### src/rtl/datamem_arbiter.sv
// Two-port arbiter and sequencer for the shared data RAM.
// Each request: grant, one ACCESS cycle, one RESP cycle with ack.
module datamem_arbiter #(
  parameter int RAM_SIZE   = 256,
  parameter bit FIXED_PRIO = 1'b0
) (
  input  logic        clk,
  input  logic        reset,
  input  logic        p0_req,
  input  logic        p1_req,
  input  logic        p0_wr,
  input  logic        p1_wr,
  input  logic [31:0] p0_addr,
  input  logic [31:0] p1_addr,
  input  logic [31:0] p0_wdata,
  input  logic [31:0] p1_wdata,
  output logic [31:0] p0_rdata,
  output logic [31:0] p1_rdata,
  output logic        p0_ack,
  output logic        p1_ack,
  output logic        p0_err,
  output logic        p1_err,
  output logic [31:0] mem_addr,
  output logic [31:0] mem_wdata,
  output logic        mem_rd,
  output logic        mem_wr,
  input  logic [31:0] mem_rdata,
  output logic        busy
);

  localparam logic [29:0] DEPTH = 30'(RAM_SIZE);

  typedef enum logic [1:0] {
    IDLE,
    ACCESS,
    RESP
  } state_t;

  state_t      state;
  logic        id;
  logic        wr;
  logic        bad;
  logic        last;
  logic [1:0]  cand;
  logic        gnt_id;
  logic [31:0] sel_addr;
  logic [31:0] sel_wdata;
  logic        sel_wr;
  logic        sel_bad;
  logic [31:0] rd_val;

  // The port being acked in RESP cannot be re-granted back to back.
  always_comb begin
    cand = {p1_req, p0_req};
    if (state == RESP) cand[id] = 1'b0;
    if (state == ACCESS) cand = 2'b00;
    case (cand)
      2'b01:   gnt_id = 1'b0;
      2'b10:   gnt_id = 1'b1;
      2'b11:   gnt_id = FIXED_PRIO ? 1'b0 : ~last;
      default: gnt_id = 1'b0;
    endcase
    sel_addr  = gnt_id ? p1_addr : p0_addr;
    sel_wdata = gnt_id ? p1_wdata : p0_wdata;
    sel_wr    = gnt_id ? p1_wr : p0_wr;
    sel_bad   = (sel_addr[31:2] >= DEPTH) |
                (sel_addr[1:0] != 2'b00);
    rd_val    = (!wr && !bad) ? mem_rdata : 32'h0;
  end

  assign busy   = (state != IDLE);
  assign mem_rd = (state == ACCESS) & ~wr & ~bad;
  assign mem_wr = (state == ACCESS) & wr & ~bad & reset;

  always_ff @(posedge clk) begin
    if (!reset) begin
      state     <= IDLE;
      last      <= 1'b1;
      id        <= 1'b0;
      wr        <= 1'b0;
      bad       <= 1'b0;
      mem_addr  <= 32'h0;
      mem_wdata <= 32'h0;
      p0_ack    <= 1'b0;
      p1_ack    <= 1'b0;
      p0_err    <= 1'b0;
      p1_err    <= 1'b0;
      p0_rdata  <= 32'h0;
      p1_rdata  <= 32'h0;
    end else begin
      p0_ack   <= 1'b0;
      p1_ack   <= 1'b0;
      p0_err   <= 1'b0;
      p1_err   <= 1'b0;
      p0_rdata <= 32'h0;
      p1_rdata <= 32'h0;
      case (state)
        ACCESS: begin
          state <= RESP;
          if (id) begin
            p1_ack   <= 1'b1;
            p1_err   <= bad;
            p1_rdata <= rd_val;
          end else begin
            p0_ack   <= 1'b1;
            p0_err   <= bad;
            p0_rdata <= rd_val;
          end
        end
        IDLE, RESP: begin
          if (cand != 2'b00) begin
            state     <= ACCESS;
            id        <= gnt_id;
            last      <= gnt_id;
            wr        <= sel_wr;
            bad       <= sel_bad;
            mem_addr  <= sel_addr;
            mem_wdata <= sel_wdata;
          end else begin
            state <= IDLE;
          end
        end
        default: state <= IDLE;
      endcase
    end
  end

endmodule

### config.mk
export PLATFORM = sky130hd
export DESIGN_NAME = datamem_arbiter
export DESIGN_NICKNAME = d
export VERILOG_FILES = /design/src/rtl/datamem_arbiter.sv
export SDC_FILE = /design/constraint.sdc
export NUM_CORES = 1
export LEC_CHECK = 0
export ABC_AREA = 1
export CAP_MARGIN = 30
export CORE_ASPECT_RATIO = 1.2
export CORE_MARGIN = 2
export CORE_UTILIZATION = 41
export CTS_CLUSTER_DIAMETER = 80
export DETAILED_ROUTE_END_ITERATION = 8
export PLACE_DENSITY_LB_ADDON = 0.15
export SETUP_SLACK_MARGIN = 0.05
export SYNTH_ARGS = -nofsm -noshare
export SYNTH_HDL_FRONTEND = slang
export SYNTH_SLANG_ARGS = --single-unit
### constraint.sdc
create_clock -name clk -period 2.52 [get_ports clk]
set_clock_uncertainty 0.05 [all_clocks]
set_input_delay 0.504 -clock clk [delete_from_list [all_inputs] [get_ports clk]]
set_output_delay 0.504 -clock clk [all_outputs]
set_load 0.02 [all_outputs]
==> results.yml, run 1 <==
grt:
  grt_max_degree: 65
  grt_usage_pct: 24.7
  grt_first_pass_wirelength_um: 26800
  antenna_found_initial: 0
  grt_pass1_vias: 5492
  grt_overflow: 0
cts:
  post-cts-setup-buffers: 0
  cts_max_level: 4
  clkSinkCount: 138
  cts_tree: "done"
  ctsRootBufferMaster: "clkbuf_16"
  clk_latency_ns: 0.41
  numCtsBuffers: 17
  clkSlewWorstSetupHoldPaths_ns: 0.06
  cts.path.max_buffers: 2
worst_setup_path:
  worst_setup_path_start_kind: "flop"
  crit_required_ns: 1.97
  path_class: "flop to primary output"
  end_kind: "primary output"
  arrival_ns: 1.78
  crit_fanout: 3
die:
  initial_core_util_pct: 42.0
  die_y_um: 129
  io_pins: 301
  coreArea_sq_um: 12700
  die_w_um: 108
  die-area_sq_um: 13900
  num_rows: 45
place:
  gp_congestion: 0.856
  dpl-instance-area_sq_um: 8400
  hpwl_um: 12900
  place.port_buffers: 300
power:
  peakVddDrop_uv: 383
  p_leak_uw: 0.00389
  p_per_area_nw_per_um2: 731
timing:
  rsz0062_at_grt: "true"
  fin_crit_sh_pct: 92.8
  period_minus_slack_ns: 2.34
  setup_tns_ns: 0
  report.final.slew_viol_count: 0
  max_clock_freq_mhz: 428
  worst_pin_slew_ns: 0.637
  relSlewSlack_pct: 57.6
  hold_viol: 0
  finalSetupViolCount: 0
final_layout:
  regArea_sq_um: 2760
  area_growth_pct: 69.2
  mostFrequentLayoutCells: "297 x clkdlybuf4s50_1, 147 x nand2_1, 138 x dfxtp_1"
  final_common_cell: "clkdlybuf4s50_1"
  fillers: 1008
  antennaDiodeCount: 0
  fin_nets: 1126
  multiInputGateArea_sq_um: 1950
  drive_gt1_share_pct: 7.00
  fin_area_sq_um: 9000
routing:
  wire_per_inst_um: 15.3
  via_count: 5561
  viasPerCell: 4.90
  drc_errors: 0
  drt_iter0_drc: 239
  drtAntennaViolNets: 0
  totalWireLength_um: 17400
  firstDrtPassIters: 7
flow_run:
  max_cap_viol_count: 0
logic_synthesis:
  yosysUniqueCellTypes: 26
  yosysTopAreaCell: "dfxtp_1"
  synthCells: 672
  ys_seq_area_share_pct: 51.9
  synth_fp_nets: 838
  synth_area_leaders: "dfxtp_1 52%, nand2_1 10%, nor3_1 5.7%"
  ys_ff_latch: 138
  yosysTopAreaCellShare_pct: 51.9
  yosys_warnings: 0
  syn_area_per_cell_sq_um: 7.92
  syn_area_sq_um: 5320
outcome:
  status: "complete, no violations"
min_path:
  hp-class: "primary input to flop"
==> kinds of logic after synthesis <==
group | Yosys count | synth area share (%)
flip-flops | 138 | 51.9
AO/OA/AOI/OAI | 107 | 11.9
buffers and inverters | 132 | 11.6
AND/OR/NAND/NOR | 295 | 24.6
==> cell usage after synthesis <==
cell      number
inv_2          5
nor2_1        43
buf_2         12
nand2_1      148
inv_1         80
or2_2          1
nand3_1       26
a21oi_1        1
clkbuf_1      17
nand2_4        1
nor3_2         4
nor3_1        61
nand3b_1       4
nand3_4        1
nor2_8         1
a21oi_2        1
nand2_2        1
a31oi_1       33
nor2_2         4
o21ai_0       44
o211ai_1      18
o211a_1        1
o21ai_1        9
buf_6         11
dfxtp_1      138
buf_4          7
==> where the power goes <==
part	switching, uW	leakage, uW	total (uW)	internal (uW)
Combinational	842	0.00247	1590	745
Sequential	101	0.00113	2470	2370
Clock	967	0.000290	2530	1560
Total	1910	0.00389	6580	4670
==> flip-flops by register name, indices dropped and copies added, names as in the netlist <==
name / cells
p0_rdata: 32
state: 2
last: 1
wr: 1
p1_rdata: 32
mem_wdata: 32
id: 1
p0_ack: 1
bad: 1
mem_addr: 32
p1_ack: 1
p0_err: 1
p1_err: 1
==> routing by layer <==
metal  part of all wire (%)  GRT usage, %  vias up  routed length (um)
met5                      0             0        -                   0
met1                     37          25.4     2538                6380
met3                    7.5          7.80       39                1310
li1                       -             -     2743                   -
met4                    3.5          12.9        0                 614
met2                     52          44.6      241                9120
==> layout make-up <==
class | instances | share of cell area [%]
clock buffer | 17 | 4.72
sequential | 138 | 30.7
timing repair buffer | 316 | 35.2
clock inverter | 14 | 1.92
tap | 164 | 2.28
multi-input combinational | 402 | 21.7
inverter | 85 | 3.54
==> metrics by stage <==
stage,total power (uW),setup WS (ns),hold WS (ns),util (%),instances
3_3_place_gp,4060,0.198,0.429,66.3,1105
2_1_floorplan,3320,0.433,0.409,-,672
5_1_grt,6880,0.0408,0.341,71.1,1136
3_5_place_dp,4100,0.144,0.432,66.3,1105
4_1_cts,6630,0.0787,0.324,71.1,1136
6_report,6580,0.181,0.340,71.1,1136
==> critical path, stage by stage (launching register included) <==
cell and delay, ns:
dfxtp_1 0.41, inv_2 0.07, nor2_2 0.10, inv_1 0.09
nor2_2 0.10, inv_1 0.08, nor3_1 0.16, dlygate4sd1_1 0.38
==> timing repair <==
action                                  in CTS  in global routing
hold buffers                                 0                  0
gates resized for setup                      1                  3
endpoints found under the setup margin       1                  2
==> path summary, 6_finish.rpt <==
kind	startpoint	end	slack (ns)	depth (start not counted)
worst max-delay path	state[0]	mem_wr	0.18	7
worst min-delay path	reset	state[1]	0.34	3
worst max register to register	state[0]	mem_addr[5]	0.60	11
worst min register to register	mem_addr[18]	mem_addr[18]	0.45	2
(Power assumes the default switching activity.)
==> run 2: changes to the inputs <==
CORE_AREA = 2 2 116 118   (was default)
CORE_ASPECT_RATIO = default   (was 1.2)
CORE_MARGIN = default   (was 2)
CORE_UTILIZATION = default   (was 41)
DIE_AREA = 0 0 118 120   (was default)
DONT_BUFFER_PORTS = 1   (was default)
==> run 2 against run 1 <==
Effect of this change:
- fmax rose by 5.6%
- cell count fell by 26%
- die area rose by 1.8%
- non-clock buffer count fell by 309
- worst hold slack got worse by 0.21 ns
- clock-buffer cell count rose by 1
- sequential cell count did not move
- cell area fell by 34%
- largest power group is now sequential cells
==> results.yml, run 2 (synthesized netlist as in run 1, its figures left out) <==
grt:
  grt_usage_pct: 19.7
  grt_busiest_layer: "met2"
  grt_use_met1_pct: 22.5
  antenna_found_initial: 0
  grt_overflow: 0
  grt_use_met3_pct: 7.46
  grtUsageMet2_pct: 32.7
  grt_max_degree: 73
  grt_first_pass_wirelength_um: 21600
  grt_pass1_vias: 4102
die:
  num_rows: 42
  die_y_um: 120
  die_w_um: 118
  initial_core_util_pct: 41.0
  io_pins: 301
  coreArea_sq_um: 13000
  die-area_sq_um: 14200
timing:
  hold_viol: 0
  setup_ws_ns: 0.306
  report.final.slew_viol_count: 0
  period_minus_slack_ns: 2.21
  relSlewSlack_pct: 57.7
  finalSetupViolCount: 0
  max_clock_freq_mhz: 452
  fin_crit_sh_pct: 87.9
  rsz0062_at_grt: "true"
  setup_tns_ns: 0
  worst_pin_slew_ns: 0.634
place:
  hpwl_um: 10000
  dpl-instance-area_sq_um: 5320
  place_ws_ns: 0.179
  gp_congestion: 0.839
  place.port_buffers: 0
worst_setup_path:
  r2r_start: "state[0]"
  crit_chain: "inv_2, nor2_4, inv_1, nor2_2, inv_1, nor3_1, buf_4"
  slowest_stage: "dfxtp_1"
  cpMostUsedCell: "inv_1"
  reg2reg_depth: 11
  path_class: "flop to primary output"
  r2r_end: "mem_addr[4]"
  crit_fanout: 3
  crit_required_ns: 1.97
  max_stage_delay_ns: 0.41
  reg2reg_slack_ns: 0.31
  worst_setup_path_start_kind: "flop"
  arrival_ns: 1.66
  end_kind: "primary output"
routing:
  viasPerCell: 5.14
  drt_iter0_drc: 293
  totalWireLength_um: 14100
  wire_per_inst_um: 16.8
  firstDrtPassIters: 7
  drc_errors: 0
  via_count: 4320
  drtAntennaViolNets: 0
cts:
  cts.path.max_buffers: 2
  cts_tree: "done"
  numCtsBuffers: 17
  clkSlewWorstSetupHoldPaths_ns: 0.06
  post-cts-setup-buffers: 0
  clk_latency_ns: 0.41
  ctsRootBufferMaster: "clkbuf_16"
  clkSinkCount: 138
  cts_max_level: 4
power:
  internal_power_uw: 4180
  p_leak_uw: 0.00271
  p_per_area_nw_per_um2: 1010
  power_frac_clock_pct: 43.5
  p_sw_uw: 1820
  peakVddDrop_uv: 392
  power.total_uw: 6000
  combPwrFrac_pct: 11.3
  swShare_pct: 30.3
  p_seq_share_pct: 45.2
final_layout:
  final_util_pct: 45.8
  fin_area_sq_um: 5950
  area_growth_pct: 11.8
  drive_gt1_share_pct: 8.89
  mostFrequentLayoutCells: "147 x nand2_1, 138 x dfxtp_1, 80 x inv_1"
  final_common_cell: "nand2_1"
  fin_nets: 817
  antennaDiodeCount: 0
min_path:
  holdPathStages: 1
  hp-class: "primary input to flop"
  min_from: "reset"
  hold_end: "last"
flow_run:
  max_cap_viol_count: 0
outcome:
  status: "complete, no violations"
## run 2: changes by cell type in the layout (fill, tap and decap cells not counted), sizes merged
| cell | change |
|---|---|
| dlygate4sd1 | -1 |
| buf | -10 |
| inv | +2 |
| dlymetal6s2s | -1 |
| clkbuf | +1 |
| clkdlybuf4s50 | -297 |
| clkinvlp | -1 |
| clkinv | -1 |
## run 2: critical path, delay by kind of cell, from the launching register on
family | cells | cell delay [ns]
buf+inv | 4 | 0.44
flops | 1 | 0.41
simple gates | 3 | 0.40
## run 2: per-stage QoR
| step | instances | hold slack (ns) |
|---|---|---|
| after detailed placement | 808 | 0.457 |
| after global routing | 840 | 0.125 |
| after global placement | 808 | 0.450 |
| after floorplan | 672 | 0.409 |
| after CTS | 840 | 0.114 |
| final | 840 | 0.130 |
## run 2: worst max-delay path by stage
| stage | start | end | cells past startpoint |
|---|---|---|---|
| 5_1_grt | state[0] | mem_addr[3] | 11 |
| 2_1_floorplan | reset | mem_wr | 5 |
| 6_report | state[0] | mem_wr | 7 |
| 3_3_place_gp | state[0] | mem_addr[6] | 11 |
| 3_5_place_dp | state[0] | mem_addr[8] | 11 |
| 4_1_cts | state[0] | mem_wr | 7 |
## run 2: what timing repair did
item                       CTS  global route
setup endpoints to repair    0            14
gates resized for setup      0             2
hold endpoints to repair     0             0
hold buffers                 0             0
## run 2: routing by layer
metal	routed length [um]	share of wire, %
met5	0	0
met4	325	2.3
met3	1250	8.9
met2	6800	48
met1	5720	41
## run 2: cell type report
type / count / area, sq um
Clock buffer: 18 / 439
Inverter: 85 / 319
Clock inverter: 14 / 186
Fill cell: 1299 / 7030
Timing Repair Buffer: 7 / 68.8
Tap cell: 176 / 220
Sequential cell: 138 / 2760
Multi-Input combinational cell: 402 / 1950
## run 2: power by group through the flow
stage / Clock, uW / Sequential (uW) / Combinational (uW)
final: 2610 / 2710 / 678
after global routing: 2760 / 2730 / 788
after CTS: 2650 / 2710 / 684
after detailed placement: 0 / 2760 / 684
after global placement: 0 / 2760 / 660
after floorplan: 0 / 2700 / 612
==> run 3: changes to the inputs <==
ABC_AREA = 0   (was 1)
CORE_AREA = 2 2 118 120   (was 2 2 116 118)
DIE_AREA = 0 0 120 122   (was 0 0 118 120)
SLEW_MARGIN = 20   (was default)
==> run 3 against run 2 <==
Effect of this change:
- sequential power down 3%
- core utilization is 2.2 points lower
- largest cell class unchanged
- critical endpoint unchanged
- sequential cell count unchanged
- clock-buffer cell count increased by 1
- synthesized area is 1.7% lower
- first-iteration DRC count fell by 33%
- via count fell by 8.8%
- highest routed layer unchanged
==> results.yml, run 3 <==
die:
  num_rows: 43
  die-area_sq_um: 14600
  die_y_um: 122
  io_pins: 301
  coreArea_sq_um: 13500
  initial_core_util_pct: 38.7
  die_w_um: 120
timing:
  max_clock_freq_mhz: 478
  rsz0062_at_grt: "false"
  report.final.slew_viol_count: 0
  worst_pin_slew_ns: 0.636
  relSlewSlack_pct: 57.6
  setup_ws_ns: 0.429
  setup_tns_ns: 0
  finalSetupViolCount: 0
  period_minus_slack_ns: 2.09
  hold_viol: 0
  fin_crit_sh_pct: 83.0
power:
  p_per_area_nw_per_um2: 993
  power.total_uw: 5860
  peakVddDrop_uv: 413
  p_leak_uw: 0.00251
final_layout:
  final_util_pct: 43.7
  antennaDiodeCount: 0
  mostFrequentLayoutCells: "138 x dfxtp_1, 133 x nand2_1, 66 x nor2_1"
  fin_nets: 702
  area_growth_pct: 12.7
  instances_no_fill: 728
  multiInputGateArea_sq_um: 2150
  drive_gt1_share_pct: 12.8
  fillers: 1307
  final_common_cell: "dfxtp_1"
  regArea_sq_um: 2760
logic_synthesis:
  yosys_warnings: 0
  yosysUniqueCellTypes: 29
  synth_edf_count: 0
  synthFlopType: "dfxtp_1"
  synthCells: 554
  syn_area_sq_um: 5230
  ys_seq_area_share_pct: 52.8
  synth_fp_nets: 720
  yosysTopAreaCellShare_pct: 52.8
  syn_area_per_cell_sq_um: 9.44
  post-synth-top-count-cell: "dfxtp_1"
  synth_common_cells: "138 x dfxtp_1, 133 x nand2_1, 67 x nor2_1, 65 x and3_1, 41 x a311oi_1"
  ys_ff_latch: 138
  synthArstFlopShare_pct: 0
  synth_area_leaders: "dfxtp_1 53%, nand2_1 9.5%, and3_1 7.8%"
  yosysTopAreaCell: "dfxtp_1"
worst_setup_path:
  r2r_start: "id"
  max_stage_delay_ns: 0.43
  cpLargestDelayFamily: "simple AND/OR/NAND/NOR gates"
  critPathLaunch: "state[0]"
  crit_required_ns: 1.97
  worst_setup_path_start_kind: "flop"
  end_kind: "primary output"
  arrival_ns: 1.54
  worst-path-buf-inv: 1
  crit_chain: "nor2b_1, nand2_1, nor3b_1, buf_4"
  slowest_stage: "dfxtp_1"
  crit_fanout: 6
  path_class: "flop to primary output"
cts:
  clkSlewWorstSetupHoldPaths_ns: 0.06
  cts.path.max_buffers: 2
  cts_max_level: 4
  clk_latency_ns: 0.41
  ctsRootBufferMaster: "clkbuf_16"
  numCtsBuffers: 17
  cts_tree: "done"
  cts_hold_buf: 0
  cts_resized: 0
  clkSinkCount: 138
  post-cts-setup-buffers: 0
place:
  place.port_buffers: 0
  gp_congestion: 0.816
  hpwl_um: 10000
  dp.cells: 697
  place_ws_ns: 0.516
routing:
  drt_iter0_drc: 197
  drtAntennaViolNets: 0
  drc_errors: 0
  via_count: 3941
  wire_per_inst_um: 19.3
  viasPerCell: 5.41
  firstDrtPassIters: 4
  totalWireLength_um: 14000
grt:
  grt_overflow: 0
  grt_pass1_vias: 3702
  grt_first_pass_wirelength_um: 20400
  grt_max_degree: 136
  grt_usage_pct: 18.1
  antenna_found_initial: 0
min_path:
  min_from: "reset"
  hp-class: "primary input to flop"
outcome:
  status: "complete, no violations"
flow_run:
  max_cap_viol_count: 0
-- run 3: cell count changes after synthesis, moves of 10 or more --
cell	delta
inv_1	-77
nand2_1	-15
nand3_1	-25
a311oi_1	+41
a311oi_2	+23
o211ai_1	-18
a31oi_1	-33
nor4_1	+10
and3_1	+65
nor3_1	-57
o21ai_0	-44
nor2_1	+24
-- run 3: per-stage QoR --
step	area [sq um]	hold slack [ns]
floorplan	5230	0.396
global placement	5270	0.442
detailed placement	5270	0.439
CTS	5900	0.106
global route	5900	0.115
finish	5900	0.124
-- run 3: cell type report --
type,instances,area share [%]
Inverter,3,0.191
Sequential cell,138,46.9
Clock inverter,12,3.35
Tap cell,180,3.82
Multi-Input combinational cell,365,36.4
Timing Repair Buffer,11,2.04
Clock buffer,19,7.34
-- run 3: final timing paths --
kind	slack [ns]	endpoint	cells past startpoint
setup reg to reg	0.57	bad	5
setup / recovery	0.43	mem_wr	4
hold reg to reg	0.45	last	2
hold / removal	0.12	last	1
-- run 3: cell families after synthesis --
group           after synthesis  share of synthesized area [%]
simple gates                293                           25.5
mux                           2                          0.383
buf+inv                      51                           6.24
flops                       138                           52.8
compound gates               70                           15.0
-- run 3: report_power, final --
part	switching (uW)	internal, uW
Clock	917	1750
Sequential	286	2340
Combinational	363	207
Total	1570	4290
-- run 3: per-layer routing --
metal  wire [um]  vias to the layer above  share of wire [%]  GRT usage (%)
li1            -                     1899                  -              -
met1        5210                     1813                 37           19.2
met2        6930                      212                 49           30.8
met3        1700                       17                 12           8.94
met4         208                        0                1.5           7.06
met5           0                        -                  0              0
-- run 3: worst register-to-register path: cells and delay by family (launching register included) --
family / cells / cell delay, ns
AO/OA/AOI/OAI: 2 / 0.54
buffers and inverters: 1 / 0.43
flip-flops: 1 / 0.40
AND/OR/NAND/NOR: 1 / 0.29
multiplexers: 1 / 0.14
